**config.mk**
```make
export PLATFORM = sky130hd
export DESIGN_NAME = div_unit_flat
export DESIGN_NICKNAME = d
export VERILOG_FILES = /design/src/rtl/div_unit_if.sv /design/src/rtl/div_unit.sv /design/src/flat_wrapper.sv
export SDC_FILE = /design/constraint.sdc
export NUM_CORES = 1
export LEC_CHECK = 0
export BUFFER_PORTS_ARGS = -buffer_cell sky130_fd_sc_hd__buf_2
export CELL_PAD_IN_SITES_DETAIL_PLACEMENT = 0
export CELL_PAD_IN_SITES_GLOBAL_PLACEMENT = 1
export CORE_MARGIN = 2
export CORE_UTILIZATION = 40
export CTS_BUF_LIST = sky130_fd_sc_hd__clkbuf_8
export CTS_CLUSTER_DIAMETER = 40
export CTS_CLUSTER_SIZE = 14
export DETAILED_ROUTE_END_ITERATION = 6
export PLACE_DENSITY = 0.73
export SLEW_MARGIN = 10
export SYNTH_ARGS = -nofsm -noshare
export SYNTH_HDL_FRONTEND = slang
export SYNTH_SLANG_ARGS = --single-unit
```
**constraint.sdc**
```tcl
create_clock -name clk -period 3.36 [get_ports clk]
set_input_delay 0.504 -clock clk [delete_from_list [all_inputs] [get_ports clk]]
set_output_delay 0.504 -clock clk [all_outputs]
set_load 0.05 [all_outputs]
```
**src/rtl/div_unit_if.sv**
```systemverilog
// Operand/result bundle between the issuing core (master) and div_unit (slave).
interface div_unit_if #(
  parameter int WIDTH = 32,
  parameter int TAG_W = 5
);
  logic             start;
  logic [1:0]       op;
  logic [WIDTH-1:0] src1;
  logic [WIDTH-1:0] src2;
  logic [TAG_W-1:0] wr_in;
  logic             flush;
  logic             busy;
  logic             done;
  logic [WIDTH-1:0] result;
  logic [TAG_W-1:0] wr_out;

  modport master (
    output start, op, src1, src2, wr_in, flush,
    input  busy, done, result, wr_out
  );

  modport slave (
    input  start, op, src1, src2, wr_in, flush,
    output busy, done, result, wr_out
  );
endinterface

```
**src/rtl/div_unit.sv**
```systemverilog
// Iterative restoring divider for DIV.W/MOD.W/DIV.WU/MOD.WU, one quotient bit per cycle.
// Optional macro DIV_SHORTCUT_EN: skip iteration when divisor is zero or |dividend| < |divisor|.
module div_unit #(
  parameter int WIDTH = 32,
  parameter int TAG_W = 5
) (
  input  logic       clk,
  input  logic       rst,
  div_unit_if.slave  bus
);
  localparam int CNT_W = $clog2(WIDTH);
  localparam logic [CNT_W-1:0] LAST_CNT = CNT_W'(WIDTH - 1);

  typedef enum logic [1:0] {S_IDLE, S_CALC, S_FIX, S_DONE} state_t;

  state_t           r_state;
  logic [CNT_W-1:0] r_cnt;
  logic [1:0]       r_op;
  logic [TAG_W-1:0] r_tag;
  logic             r_sgn_a;
  logic             r_sgn_b;
  logic             r_dz;
  logic [WIDTH-1:0] r_quo;
  logic [WIDTH-1:0] r_rem;
  logic [WIDTH-1:0] r_div;
  logic             r_busy;
  logic             r_done;
  logic [WIDTH-1:0] r_result;
  logic [TAG_W-1:0] r_wr_out;

  function automatic logic [WIDTH-1:0] neg_if(input logic s, input logic [WIDTH-1:0] v);
    return s ? ({WIDTH{1'b0}} - v) : v;
  endfunction

  logic             w_signed;
  logic             w_sgn_a;
  logic             w_sgn_b;
  logic [WIDTH-1:0] w_mag_a;
  logic [WIDTH-1:0] w_mag_b;
  logic             w_accept;
  logic [WIDTH:0]   w_shift;
  logic [WIDTH:0]   w_sub;
  logic             w_ge;
  logic [WIDTH-1:0] w_quo_fix;
  logic [WIDTH-1:0] w_rem_fix;
  logic [WIDTH-1:0] w_fix_val;

  assign w_signed = ~bus.op[1];
  assign w_sgn_a  = w_signed & bus.src1[WIDTH-1];
  assign w_sgn_b  = w_signed & bus.src2[WIDTH-1];
  assign w_mag_a  = neg_if(w_sgn_a, bus.src1);
  assign w_mag_b  = neg_if(w_sgn_b, bus.src2);
  assign w_accept = bus.start & ((r_state == S_IDLE) | (r_state == S_DONE));

  // 33-bit trial subtract: the shifted partial remainder can exceed 32 bits
  assign w_shift = {r_rem, r_quo[WIDTH-1]};
  assign w_ge    = (w_shift >= {1'b0, r_div});
  assign w_sub   = w_shift - {1'b0, r_div};

  // Truncating division: remainder follows the dividend sign; zero divisor forces all-ones
  assign w_quo_fix = r_dz ? {WIDTH{1'b1}} : neg_if(r_sgn_a ^ r_sgn_b, r_quo);
  assign w_rem_fix = neg_if(r_sgn_a, r_rem);
  assign w_fix_val = r_op[0] ? w_rem_fix : w_quo_fix;

`ifdef DIV_SHORTCUT_EN
  logic w_short;
  assign w_short = (w_mag_b == {WIDTH{1'b0}}) | (w_mag_a < w_mag_b);
`endif

  always_ff @(posedge clk or negedge rst) begin
    if (!rst) begin
      r_state  <= S_IDLE;
      r_cnt    <= '0;
      r_op     <= '0;
      r_tag    <= '0;
      r_sgn_a  <= 1'b0;
      r_sgn_b  <= 1'b0;
      r_dz     <= 1'b0;
      r_quo    <= '0;
      r_rem    <= '0;
      r_div    <= '0;
      r_busy   <= 1'b0;
      r_done   <= 1'b0;
      r_result <= '0;
      r_wr_out <= '0;
    end else if (bus.flush) begin
      r_state <= S_IDLE;
      r_busy  <= 1'b0;
      r_done  <= 1'b0;
    end else begin
      r_done <= 1'b0;
      case (r_state)
        S_IDLE, S_DONE: begin
          if (w_accept) begin
            r_op    <= bus.op;
            r_tag   <= bus.wr_in;
            r_sgn_a <= w_sgn_a;
            r_sgn_b <= w_sgn_b;
            r_dz    <= (bus.src2 == {WIDTH{1'b0}});
            r_quo   <= w_mag_a;
            r_rem   <= '0;
            r_div   <= w_mag_b;
            r_cnt   <= '0;
            r_busy  <= 1'b1;
            r_state <= S_CALC;
`ifdef DIV_SHORTCUT_EN
            if (w_short) begin
              r_quo   <= '0;
              r_rem   <= w_mag_a;
              r_state <= S_FIX;
            end
`endif
          end else begin
            r_state <= S_IDLE;
          end
        end
        S_CALC: begin
          r_rem <= w_ge ? w_sub[WIDTH-1:0] : w_shift[WIDTH-1:0];
          r_quo <= {r_quo[WIDTH-2:0], w_ge};
          r_cnt <= r_cnt + 1'b1;
          if (r_cnt == LAST_CNT) r_state <= S_FIX;
        end
        S_FIX: begin
          r_result <= w_fix_val;
          r_wr_out <= r_tag;
          r_done   <= 1'b1;
          r_busy   <= 1'b0;
          r_state  <= S_DONE;
        end
        default: r_state <= S_IDLE;
      endcase
    end
  end

  assign bus.busy   = r_busy;
  assign bus.done   = r_done;
  assign bus.result = r_result;
  assign bus.wr_out = r_wr_out;
endmodule
```
**src/flat_wrapper.sv**
```systemverilog
// flat-port wrapper written by rule: the top's interface ports become plain ports
module div_unit_flat 
#(
  parameter int WIDTH = 32,
  parameter int TAG_W = 5
)
  (clk, rst, bus_start, bus_op, bus_src1, bus_src2, bus_wr_in, bus_flush, bus_busy, bus_done, bus_result, bus_wr_out);
  div_unit_if #(.WIDTH(WIDTH), .TAG_W(TAG_W)) bus_i ();
  input  logic clk;
  input  logic rst;
  input wire logic [$bits(bus_i.start)-1:0] bus_start;
  input wire logic [$bits(bus_i.op)-1:0] bus_op;
  input wire logic [$bits(bus_i.src1)-1:0] bus_src1;
  input wire logic [$bits(bus_i.src2)-1:0] bus_src2;
  input wire logic [$bits(bus_i.wr_in)-1:0] bus_wr_in;
  input wire logic [$bits(bus_i.flush)-1:0] bus_flush;
  output wire logic [$bits(bus_i.busy)-1:0] bus_busy;
  output wire logic [$bits(bus_i.done)-1:0] bus_done;
  output wire logic [$bits(bus_i.result)-1:0] bus_result;
  output wire logic [$bits(bus_i.wr_out)-1:0] bus_wr_out;
  assign bus_i.start = bus_start;
  assign bus_i.op = bus_op;
  assign bus_i.src1 = bus_src1;
  assign bus_i.src2 = bus_src2;
  assign bus_i.wr_in = bus_wr_in;
  assign bus_i.flush = bus_flush;
  assign bus_busy = bus_i.busy;
  assign bus_done = bus_i.done;
  assign bus_result = bus_i.result;
  assign bus_wr_out = bus_i.wr_out;
  div_unit #(.WIDTH(WIDTH), .TAG_W(TAG_W)) u_core (.clk(clk), .rst(rst), .bus(bus_i));
endmodule
```
==> results.json, run 1 <==
{
  "outcome": "completed",
  "io-pin-count": 114,
  "seq_area_frac_synth_pct": 35.07,
  "p_seq_share_pct": 32.1,
  "synth_simple_gate_area_share_pct": 17.91,
  "first_global_vias": 9384,
  "clock_path_buffers": 2,
  "slowest_stage": "dfrtp_1",
  "yosysUniqueCellTypes": 61,
  "synth-main-ff-cell": "dfrtp_1",
  "yosys.area_share.adder_pct": 4.831,
  "netlist_top_cells_area": "dfrtp_1, xor2_1, nand2_1, o21ai_0, xnor2_1",
  "end_kind": "register",
  "synth_nets": 1428,
  "finalSetupTns_ns": 0,
  "hold_class": "input port to register",
  "cts_tree": "yes",
  "core_area_sq_um": 26730,
  "synth_top_family_by_area": "compound AO/OA/AOI/OAI gates",
  "clk_latency_ns": 0.47,
  "numClockSinks": 151,
  "ff_latch_area_sq_um": 3779,
  "hold_violations": 0,
  "timing.final.crit_share_pct": 91.71,
  "synth_seq_cells": 151,
  "period_minus_slack_ns": 3.081,
  "io_buffers": 113,
  "synth_top_area_share_pct": 35.07,
  "grt_use_total_pct": 22.81,
  "drtIter0Drc": 824,
  "drt-pass1-iter-count": 5,
  "syn_area_sq_um": 10770,
  "grt_pass1_wl_mm": 51.52,
  "slew_viol_final": 0,
  "rows": 60,
  "die_h_um": 168.1,
  "syn_to_final_growth_pct": 13.67,
  "yosysTopAreaCell": "dfrtp_1",
  "swShare_pct": 48.85,
  "synth_mux_area_share_pct": 0.9523,
  "power_mw": 9.553,
  "fill_cells": 2737,
  "path_clk_slew_ns": 0.08,
  "slew_headroom_pct": 33.94,
  "dp_hpwl_mm": 24.10,
  "cpPeakStageDelay_ns": 0.47,
  "routedWlPerCell_um": 17.92,
  "antenna_found_initial": 0,
  "multi_input_area_sq_um": 6495,
  "skew_ns": 0.01417,
  "whs_ns": 0.2224,
  "finalSetupViolCount": 0,
  "insertedDiodeCount": 0,
  "yosysMostFrequentCell": "nand2_1",
  "final_cells": 1762,
  "power_density_nw_per_um2": 780.1,
  "h-tree-depth": 4,
  "fin_nets": 1525,
  "cts_setup_buffers": 0,
  "p_comb_share_pct": 52.8,
  "cp.required_ns": 3.71,
  "fmax_ghz": 0.3245,
  "cts_root_buf": "clkbuf_8",
  "intPower_mw": 4.886,
  "dieArea_sq_um": 28260,
  "clkPwrFrac_pct": 15.1,
  "synthCells": 1312,
  "synth_compound_area_share_pct": 24.38,
  "rsz0062_at_grt": "no",
  "async_flop_share_pct": 100.0,
  "p_sw_mw": 4.667,
  "cts_made_buffers": 17,
  "synth_enable_flop_cells": 0,
  "final_core_util_pct": 45.82,
  "synth.avg_cell_area_sq_um": 8.212,
  "routed_wl_mm": 31.58,
  "vias": 9957,
  "synth_xor_area_share_pct": 12.03,
  "overflow": 0,
  "crit_fanout": 13,
  "start_util_pct": 40.31,
  "die_width_um": 168.1,
  "cp_cell_sequence": "ha_1 -> a21oi_1 -> nor2_1 -> a211oi_1 -> o211ai_1 -> o21ai_1 -> a21oi_1 -> o31ai_4 -> buf_4 -> nor2_1 -> a221o_1",
  "critPathBufInv": 1,
  "cap_violations": 0,
  "peakVddDrop_v": 0.0002803,
  "synth_commonest_cells": "nand2_1, dfrtp_1, o21ai_0",
  "ys.warnings.count": 0,
  "vias_per_cell": 5.651,
  "gp_congestion": 0.8891,
  "p_leak_nw": 5.716,
  "route.detailed.drc": 0,
  "dp.cells": 1730,
  "postRouteAntennaNets": 0,
  "path_delay_family": "compound AO/OA/AOI/OAI gates",
  "crit_path_start_kind": "register",
  "worst_ep_arrival_time_ns": 3.43,
  "worstSetupPathType": "register to register",
  "worstMarginPinSlew_ns": 0.9839,
  "drive_above_1_share_pct": 14.43,
  "grt_max_degree": 95
}
==> through the flow <==
step	worst slack, ns	area [sq um]
after floorplan	0.4763	10770
after global placement	0.3538	11840
after detailed placement	0.3195	11840
after CTS	0.2951	12250
after global routing	0.08384	12250
final	0.2785	12250
==> final timing paths <==
kind	from	endpoint	slack, ns	cells after the start
max in group asynchronous	rst	u_core.r_rem[10]	2.06	3
min in group asynchronous	rst	u_core.bus.done	0.48	2
worst min register to register	u_core.bus.result[25]	u_core.bus.result[25]	0.47	2
worst max-delay path	u_core.r_rem[9]	u_core.r_rem[22]	0.28	11
worst min-delay path	bus_wr_in[2]	u_core.r_tag[2]	0.22	3
worst max register to register	u_core.r_rem[9]	u_core.r_rem[22]	0.28	11
==> cell usage in the layout (no fill, tap or decap), drive strengths merged, types with 5 or more instances in the layout <==
cell type / count
and3: 15
a31oi: 7
xor2: 90
dfrtp: 151
a21o: 33
nand3: 33
nor4: 17
or2: 6
o21ai: 140
o41ai: 13
a211oi: 8
or3: 18
o21a: 5
or4: 11
nor2b: 10
ha: 40
clkbuf: 20
nor2: 71
nand4: 13
a221oi: 23
buf: 155
clkinv: 5
xnor2: 58
mux2i: 8
o31ai: 29
o311ai: 23
inv: 61
nor3: 14
nand2b: 16
o22ai: 6
nand2: 178
a21oi: 96
a32oi: 7
==> cells by family after synthesis <==
group           Yosys count
compound gates          413
xor+xnor                148
fa+ha+maj                41
buf+inv                 138
flops                   151
mux                      10
simple gates            411
==> worst reg2reg max path: cells and delay by family (launching register included) <==
kind	cells	cell delay, ns
adders and majority gates	1	0.41
and+or+nand+nor	2	0.15
AOI/OAI and AO/OA	7	1.67
DFF	1	0.47
buffers and inverters	1	0.27
==> final cells by class <==
| cell class | count | share of cell area (%) |
|---|---|---|
| clock buffers | 20 | 2.248 |
| clock inverters | 11 | 1.011 |
| inverters | 60 | 1.839 |
| multi-input cells | 1023 | 53.03 |
| flip-flops and latches | 151 | 30.85 |
| well taps | 341 | 3.484 |
| repair buffers | 156 | 7.530 |
==> repair_timing <==
action / CTS / global route
setup endpoints to repair: 0 / 0
hold buffers: 1 / 0
endpoints found under the hold margin: 31 / 0
resized for setup: 0 / 0
==> power by group through the flow <==
stage               sequential, mW  combinational (mW)  clock, mW
detailed placement            3.10                5.05          0
floorplan                     3.55                3.12          0
finish                        3.06                5.04       1.45
CTS                           3.06                5.06       1.48
global route                  3.15                5.61       1.55
global placement              3.07                5.01          0
==> registers in the layout, indices dropped and copies added, names as in the netlist <==
signal,cells
u_core.bus.done,1
u_core.r_rem,32
u_core.r_div,32
u_core.r_quo,32
u_core.r_sgn_a,1
u_core.r_cnt,5
u_core.r_dz,1
u_core.bus.wr_out,5
u_core.r_state,2
u_core.bus.busy,1
u_core.r_op,1
u_core.r_tag,5
u_core.bus.result,32
u_core.r_sgn_b,1
==> metal layers <==
metal | GRT usage (%) | vias to the layer above | share of wire, %
met2 | 37.30 | 255 | 47
met3 | 3.126 | 38 | 4.8
met1 | 32.35 | 4767 | 47
met5 | 0 | - | 0
met4 | 4.910 | 0 | 1.4
li1 | - | 4897 | -
No activity file was read; power rests on OpenSTA's default activity.
==> run 2, diff against run 1 <==
--- a/config.mk
+++ b/config.mk
@@ -11,10 +11,11 @@
 export CORE_MARGIN = 2
 export CORE_UTILIZATION = 40
 export CTS_BUF_LIST = sky130_fd_sc_hd__clkbuf_8
-export CTS_CLUSTER_DIAMETER = 40
+export CTS_CLUSTER_DIAMETER = 30
 export CTS_CLUSTER_SIZE = 14
 export DETAILED_ROUTE_END_ITERATION = 6
-export PLACE_DENSITY = 0.73
+export PLACE_DENSITY_LB_ADDON = 0.1
+export REMOVE_ABC_BUFFERS = 1
 export SLEW_MARGIN = 10
 export SYNTH_ARGS = -nofsm -noshare
 export SYNTH_HDL_FRONTEND = slang
==> run 2 against run 1 <==
- sequential power is 3% lower
- largest cell class unchanged
- sequential share of layout area is 0.47 points lower
- critical path type unchanged
- design area is 1.5% higher
- wire length is 3.5% higher
- critical path depth is 1 higher
- count of clock-buffer cells in the layout is 3 lower
- utilization is 0.70 points higher
- global-route usage is 0.85 points higher
- sequential cell count stayed put
- combinational power is 4% higher
- critical endpoint is now u_core.r_rem[27]
- register-to-register slack worse by 0.096 ns
==> results.json, run 2 (same netlist as run 1, synthesis figures left out) <==
{
  "outcome": "completed",
  "core_area_sq_um": 26730,
  "die_width_um": 168.1,
  "crit_fanout": 10,
  "cp.required_ns": 3.69,
  "r2r-end": "u_core.r_rem[27]",
  "worstSetupPathType": "register to register",
  "routedWlPerCell_um": 18.30,
  "rsz0062_at_grt": "no",
  "route.detailed.drc": 0,
  "path_clk_slew_ns": 0.10,
  "io_buffers": 113,
  "cts_resized": 0,
  "drt-pass1-iter-count": 7,
  "cap_violations": 0,
  "placed_area_sq_um": 12020,
  "worstMarginPinSlew_ns": 1.104,
  "die_h_um": 168.1,
  "io-pin-count": 114,
  "slew_headroom_pct": 26.40,
  "end_kind": "register",
  "place_ws_ns": 0.1301,
  "mostFrequentLayoutCells": "nand2_1, dfrtp_1, o21ai_0",
  "gp_congestion": 0.8361,
  "final_core_util_pct": 46.53,
  "peakVddDrop_v": 0.0003368,
  "slew_viol_final": 0,
  "crit_path_start_kind": "register",
  "dieArea_sq_um": 28260,
  "numClockSinks": 151,
  "power_mw": 9.626,
  "grt_pass1_wl_mm": 53.14,
  "routed_wl_mm": 32.68,
  "r2r_cells": 12,
  "dp_hpwl_mm": 24.79,
  "cts_made_buffers": 17,
  "start_util_pct": 40.31,
  "clock_path_buffers": 2,
  "timing.final.crit_share_pct": 94.58,
  "clk_latency_ns": 0.47,
  "drtIter0Drc": 706,
  "h-tree-depth": 4,
  "design_area_sq_um": 12430,
  "antenna_found_initial": 0,
  "p_leak_nw": 5.847,
  "period_minus_slack_ns": 3.178,
  "fin_nets": 1548,
  "grt_max_degree": 90,
  "cts_root_buf": "clkbuf_8",
  "cts_tree": "yes",
  "hold_class": "input port to async pin",
  "worst_ep_arrival_time_ns": 3.51,
  "hold_violations": 0,
  "overflow": 0,
  "ff2ff_setup_slack_ns": 0.18,
  "vias_per_cell": 5.573,
  "fmax_ghz": 0.3147,
  "drive_above_1_share_pct": 15.92,
  "postRouteAntennaNets": 0,
  "rows": 60,
  "setup_ws_ns": 0.1823,
  "syn_to_final_growth_pct": 15.41,
  "grt_use_total_pct": 23.66,
  "first_global_vias": 9537,
  "insertedDiodeCount": 0,
  "whs_ns": 0.09135,
  "skew_ns": 0.01593,
  "power_density_nw_per_um2": 774.2,
  "rr_startpoint": "u_core.r_rem[0]",
  "finalSetupViolCount": 0,
  "final_common_cell": "nand2_1",
  "vias": 9953
}
## run 2: changes by cell type in the layout (fill, tap and decap cells not counted)
| cell | change |
|---|---|
| inv_6 | +2 |
| clkinv_8 | +2 |
| clkinv_4 | +2 |
| bufinv_16 | -2 |
| clkinv_2 | -3 |
| clkinvlp_4 | -2 |
| clkbuf_8 | -3 |
| dlygate4sd3_1 | -1 |
| inv_8 | +5 |
| buf_4 | +22 |
| buf_12 | +2 |
## run 2: worst max-delay path by stage
stage / start / end / slack [ns] / depth (start not counted)
4_1_cts: u_core.r_div[7] / u_core.r_rem[11] / 0.09 / 12
6_report: u_core.r_rem[0] / u_core.r_rem[27] / 0.18 / 12
2_1_floorplan: u_core.r_rem[9] / u_core.r_rem[1] / -2.58 / 9
3_5_place_dp: u_core.r_div[7] / u_core.r_rem[11] / 0.13 / 12
3_3_place_gp: u_core.r_div[7] / u_core.r_rem[11] / 0.20 / 12
5_1_grt: u_core.r_rem[5] / u_core.r_rem[26] / 0.01 / 11
## run 2: timing repair
| action | CTS | global route |
|---|---|---|
| hold buffers | 0 | 0 |
| setup buffers | 0 | 2 |
| setup endpoints to repair | 0 | 21 |
## run 2: area by class of cell
| cell class | count | area (sq um) |
|---|---|---|
| fillers | 2759 | 14290 |
| multi-input cells | 1023 | 6495 |
| flip-flops and latches | 151 | 3779 |
| repair buffers | 179 | 1117 |
| well taps | 341 | 426.7 |
| clock buffers | 17 | 234.0 |
| inverters | 60 | 225.2 |
| clock inverters | 15 | 157.7 |
## run 2: worst max-delay path, cell delays in order (launching register included)
cell and delay (ns):
dfrtp_1 0.39, ha_1 0.29, nor2b_1 0.16, o2111ai_1 0.15, a311o_1 0.44, a211oi_1 0.40
o21ai_1 0.17, a21oi_1 0.28, o31ai_4 0.17, buf_12 0.20, buf_4 0.14, a32oi_1 0.18
o31ai_1 0.09
## run 2: layer usage
metal | global-route usage (%) | part of all wire (%) | vias up
li1 | - | - | 4946
met1 | 34.31 | 49 | 4794
met2 | 37.78 | 46 | 182
met3 | 2.562 | 2.9 | 31
met4 | 6.072 | 1.7 | 0
met5 | 0 | 0 | -
## run 2: through the flow
step | TNS (ns) | std cells
2_1_floorplan | -79.18 | 1234
3_3_place_gp | 0 | 1752
3_5_place_dp | 0 | 1752
4_1_cts | 0 | 1784
5_1_grt | 0 | 1786
6_report | 0 | 1786
## run 2: power breakdown
group	total (mW)	switching, mW	internal, mW
clock network	1.42	0.857	0.558
logic	5.23	3.43	1.80
registers	2.98	0.544	2.44
total	9.63	4.83	4.79
==> run 3, diff against run 2 <==
--- a/config.mk
+++ b/config.mk
@@ -9,7 +9,7 @@
 export CELL_PAD_IN_SITES_DETAIL_PLACEMENT = 0
 export CELL_PAD_IN_SITES_GLOBAL_PLACEMENT = 1
 export CORE_MARGIN = 2
-export CORE_UTILIZATION = 40
+export CORE_UTILIZATION = 46
 export CTS_BUF_LIST = sky130_fd_sc_hd__clkbuf_8
 export CTS_CLUSTER_DIAMETER = 30
 export CTS_CLUSTER_SIZE = 14
==> run 3 against run 2 <==
- count of clock-buffer cells in the layout increased by 2
- first-iteration DRC count decreased by 1.7%
- setup slack got worse by 0.029 ns
- highest routed layer unchanged
- sequential cell count stayed put
- total power about the same
- non-clock buffer count up 13
- register-to-register slack got worse by 0.03 ns
- combinational power down 1%
- clock skew up 0.0027 ns
- hold slack worse by 0.054 ns
- clock power increased by 4%
- largest cell class unchanged
==> results.json, run 3 (same netlist as run 1, synthesis figures left out) <==
{
  "outcome": "completed",
  "clk_latency_ns": 0.47,
  "h-tree-depth": 4,
  "clock_path_buffers": 2,
  "crit_top_cell": "or4_1",
  "cap_violations": 0,
  "power_density_nw_per_um2": 769.8,
  "swShare_pct": 48.16,
  "crit_fanout": 5,
  "vias": 9941,
  "start_util_pct": 46.32,
  "die_width_um": 157.0,
  "drtIter0Drc": 694,
  "io_buffers": 113,
  "cp.required_ns": 3.67,
  "timing.final.crit_share_pct": 95.44,
  "drt-pass1-iter-count": 5,
  "io-pin-count": 114,
  "grt_use_total_pct": 25.40,
  "grt_pass1_wl_mm": 49.45,
  "crit_path_start_kind": "register",
  "route.detailed.drc": 0,
  "overflow": 0,
  "vias_per_cell": 5.588,
  "antenna_found_initial": 0,
  "slowest_stage": "or4_1",
  "finalSetupViolCount": 0,
  "drive_above_1_share_pct": 16.79,
  "final_common_cell": "nand2_1",
  "cts_made_buffers": 17,
  "clkPwrFrac_pct": 15.3,
  "setup_ws_ns": 0.1533,
  "hold_class": "input port to async pin",
  "path_clk_slew_ns": 0.10,
  "dieArea_sq_um": 24660,
  "gp_congestion": 0.8670,
  "fill_cells": 2280,
  "power_mw": 9.617,
  "fmax_ghz": 0.3119,
  "ctsHoldBuffers": 0,
  "place_ws_ns": 0.02603,
  "postRouteAntennaNets": 0,
  "end_kind": "register",
  "whs_ns": 0.03687,
  "numClockSinks": 151,
  "period_minus_slack_ns": 3.207,
  "slew_viol_final": 0,
  "cpPeakStageDelay_ns": 0.61,
  "p_seq_share_pct": 30.9,
  "p_leak_nw": 5.904,
  "grt_max_degree": 73,
  "routedWlPerCell_um": 17.31,
  "rsz0062_at_grt": "no",
  "syn_to_final_growth_pct": 15.96,
  "p_comb_share_pct": 53.7,
  "finalSetupTns_ns": 0,
  "slew_headroom_pct": 37.76,
  "worstMarginPinSlew_ns": 0.9280,
  "mostFrequentLayoutCells": "nand2_1, dfrtp_1, o21ai_0",
  "first_global_vias": 9452,
  "peakVddDrop_v": 0.0005122,
  "ff_latch_area_sq_um": 3779,
  "routed_wl_mm": 30.79,
  "worst_ep_arrival_time_ns": 3.52,
  "die_h_um": 157.0,
  "dp_hpwl_mm": 23.09,
  "intPower_mw": 4.985,
  "hold_violations": 0,
  "core_area_sq_um": 23260,
  "cts_setup_buffers": 0,
  "p_sw_mw": 4.631,
  "cts_tree": "yes",
  "multi_input_area_sq_um": 6519,
  "cts_root_buf": "clkbuf_8",
  "fin_nets": 1562,
  "worstSetupPathType": "register to register",
  "rows": 56,
  "cp_cell_sequence": "buf_4 -> or4_1 -> or3_1 -> or2_1 -> nand2b_1 -> or4_1 -> o21ai_1 -> xor2_1 -> a31oi_1",
  "skew_ns": 0.01863
}
run 3: path summary, 6_finish.rpt:
path	startpoint	slack [ns]	cells after the start	to
setup / recovery	u_core.r_rem[6]	0.15	9	u_core.bus.result[30]
hold / removal	rst	0.04	1	u_core.r_tag[4]
setup reg to reg	u_core.r_rem[6]	0.15	9	u_core.bus.result[30]
hold reg to reg	u_core.r_tag[1]	0.47	2	u_core.bus.wr_out[1]
max in group asynchronous	rst	2.49	2	u_core.bus.result[15]
min in group clk	bus_wr_in[2]	0.23	3	u_core.r_tag[2]
run 3: final cells by class:
class / instances / area share, %
Antenna cell: 1 / 0.02003
Clock buffer: 19 / 2.093
Clock inverter: 13 / 1.142
Inverter: 60 / 1.803
Multi-Input combinational cell: 1024 / 52.18
Sequential cell: 151 / 30.25
Tap cell: 319 / 3.195
Timing Repair Buffer: 192 / 9.324
run 3: repair_timing:
action / 4_1_cts / 5_1_grt
gates cloned: 1 / 0
resized for setup: 0 / 2
setup endpoints to repair: 1 / 28
pin swaps: 1 / 1
run 3: worst max-delay path, delay by kind of cell (launching register included):
| family | cells | cell delay [ns] |
|---|---|---|
| compound gates | 2 | 0.26 |
| simple gates | 5 | 2.10 |
| flops | 1 | 0.40 |
| xor+xnor | 1 | 0.16 |
| buf+inv | 1 | 0.16 |
run 3: power by group through the flow:
stage | Clock, mW | Sequential [mW] | Combinational [mW]
after floorplan | 0 | 3.63 | 2.91
after global placement | 0 | 2.99 | 5.12
after detailed placement | 0 | 3.01 | 5.16
after CTS | 1.51 | 2.98 | 5.18
after global routing | 1.58 | 3.06 | 5.75
final | 1.48 | 2.97 | 5.17
run 3: metrics by stage:
stage               instance area (sq um)  util (%)  instances
floorplan                           10480         -       1234
global placement                    12060     51.86       1745
detailed placement                  12060     51.86       1745
CTS                                 12480     53.65       1778
global route                        12490     53.70       1778
finish                              12490     53.71       1779
run 3: metal layers:
| metal | vias to the layer above | track usage (%) | part of all wire, % |
|---|---|---|---|
| met2 | 182 | 42.08 | 47 |
| met3 | 29 | 3.579 | 3.6 |
| met4 | 0 | 6.104 | 1.7 |
| li1 | 4982 | - | - |
| met5 | - | 0 | 0 |
| met1 | 4748 | 35.18 | 47 |
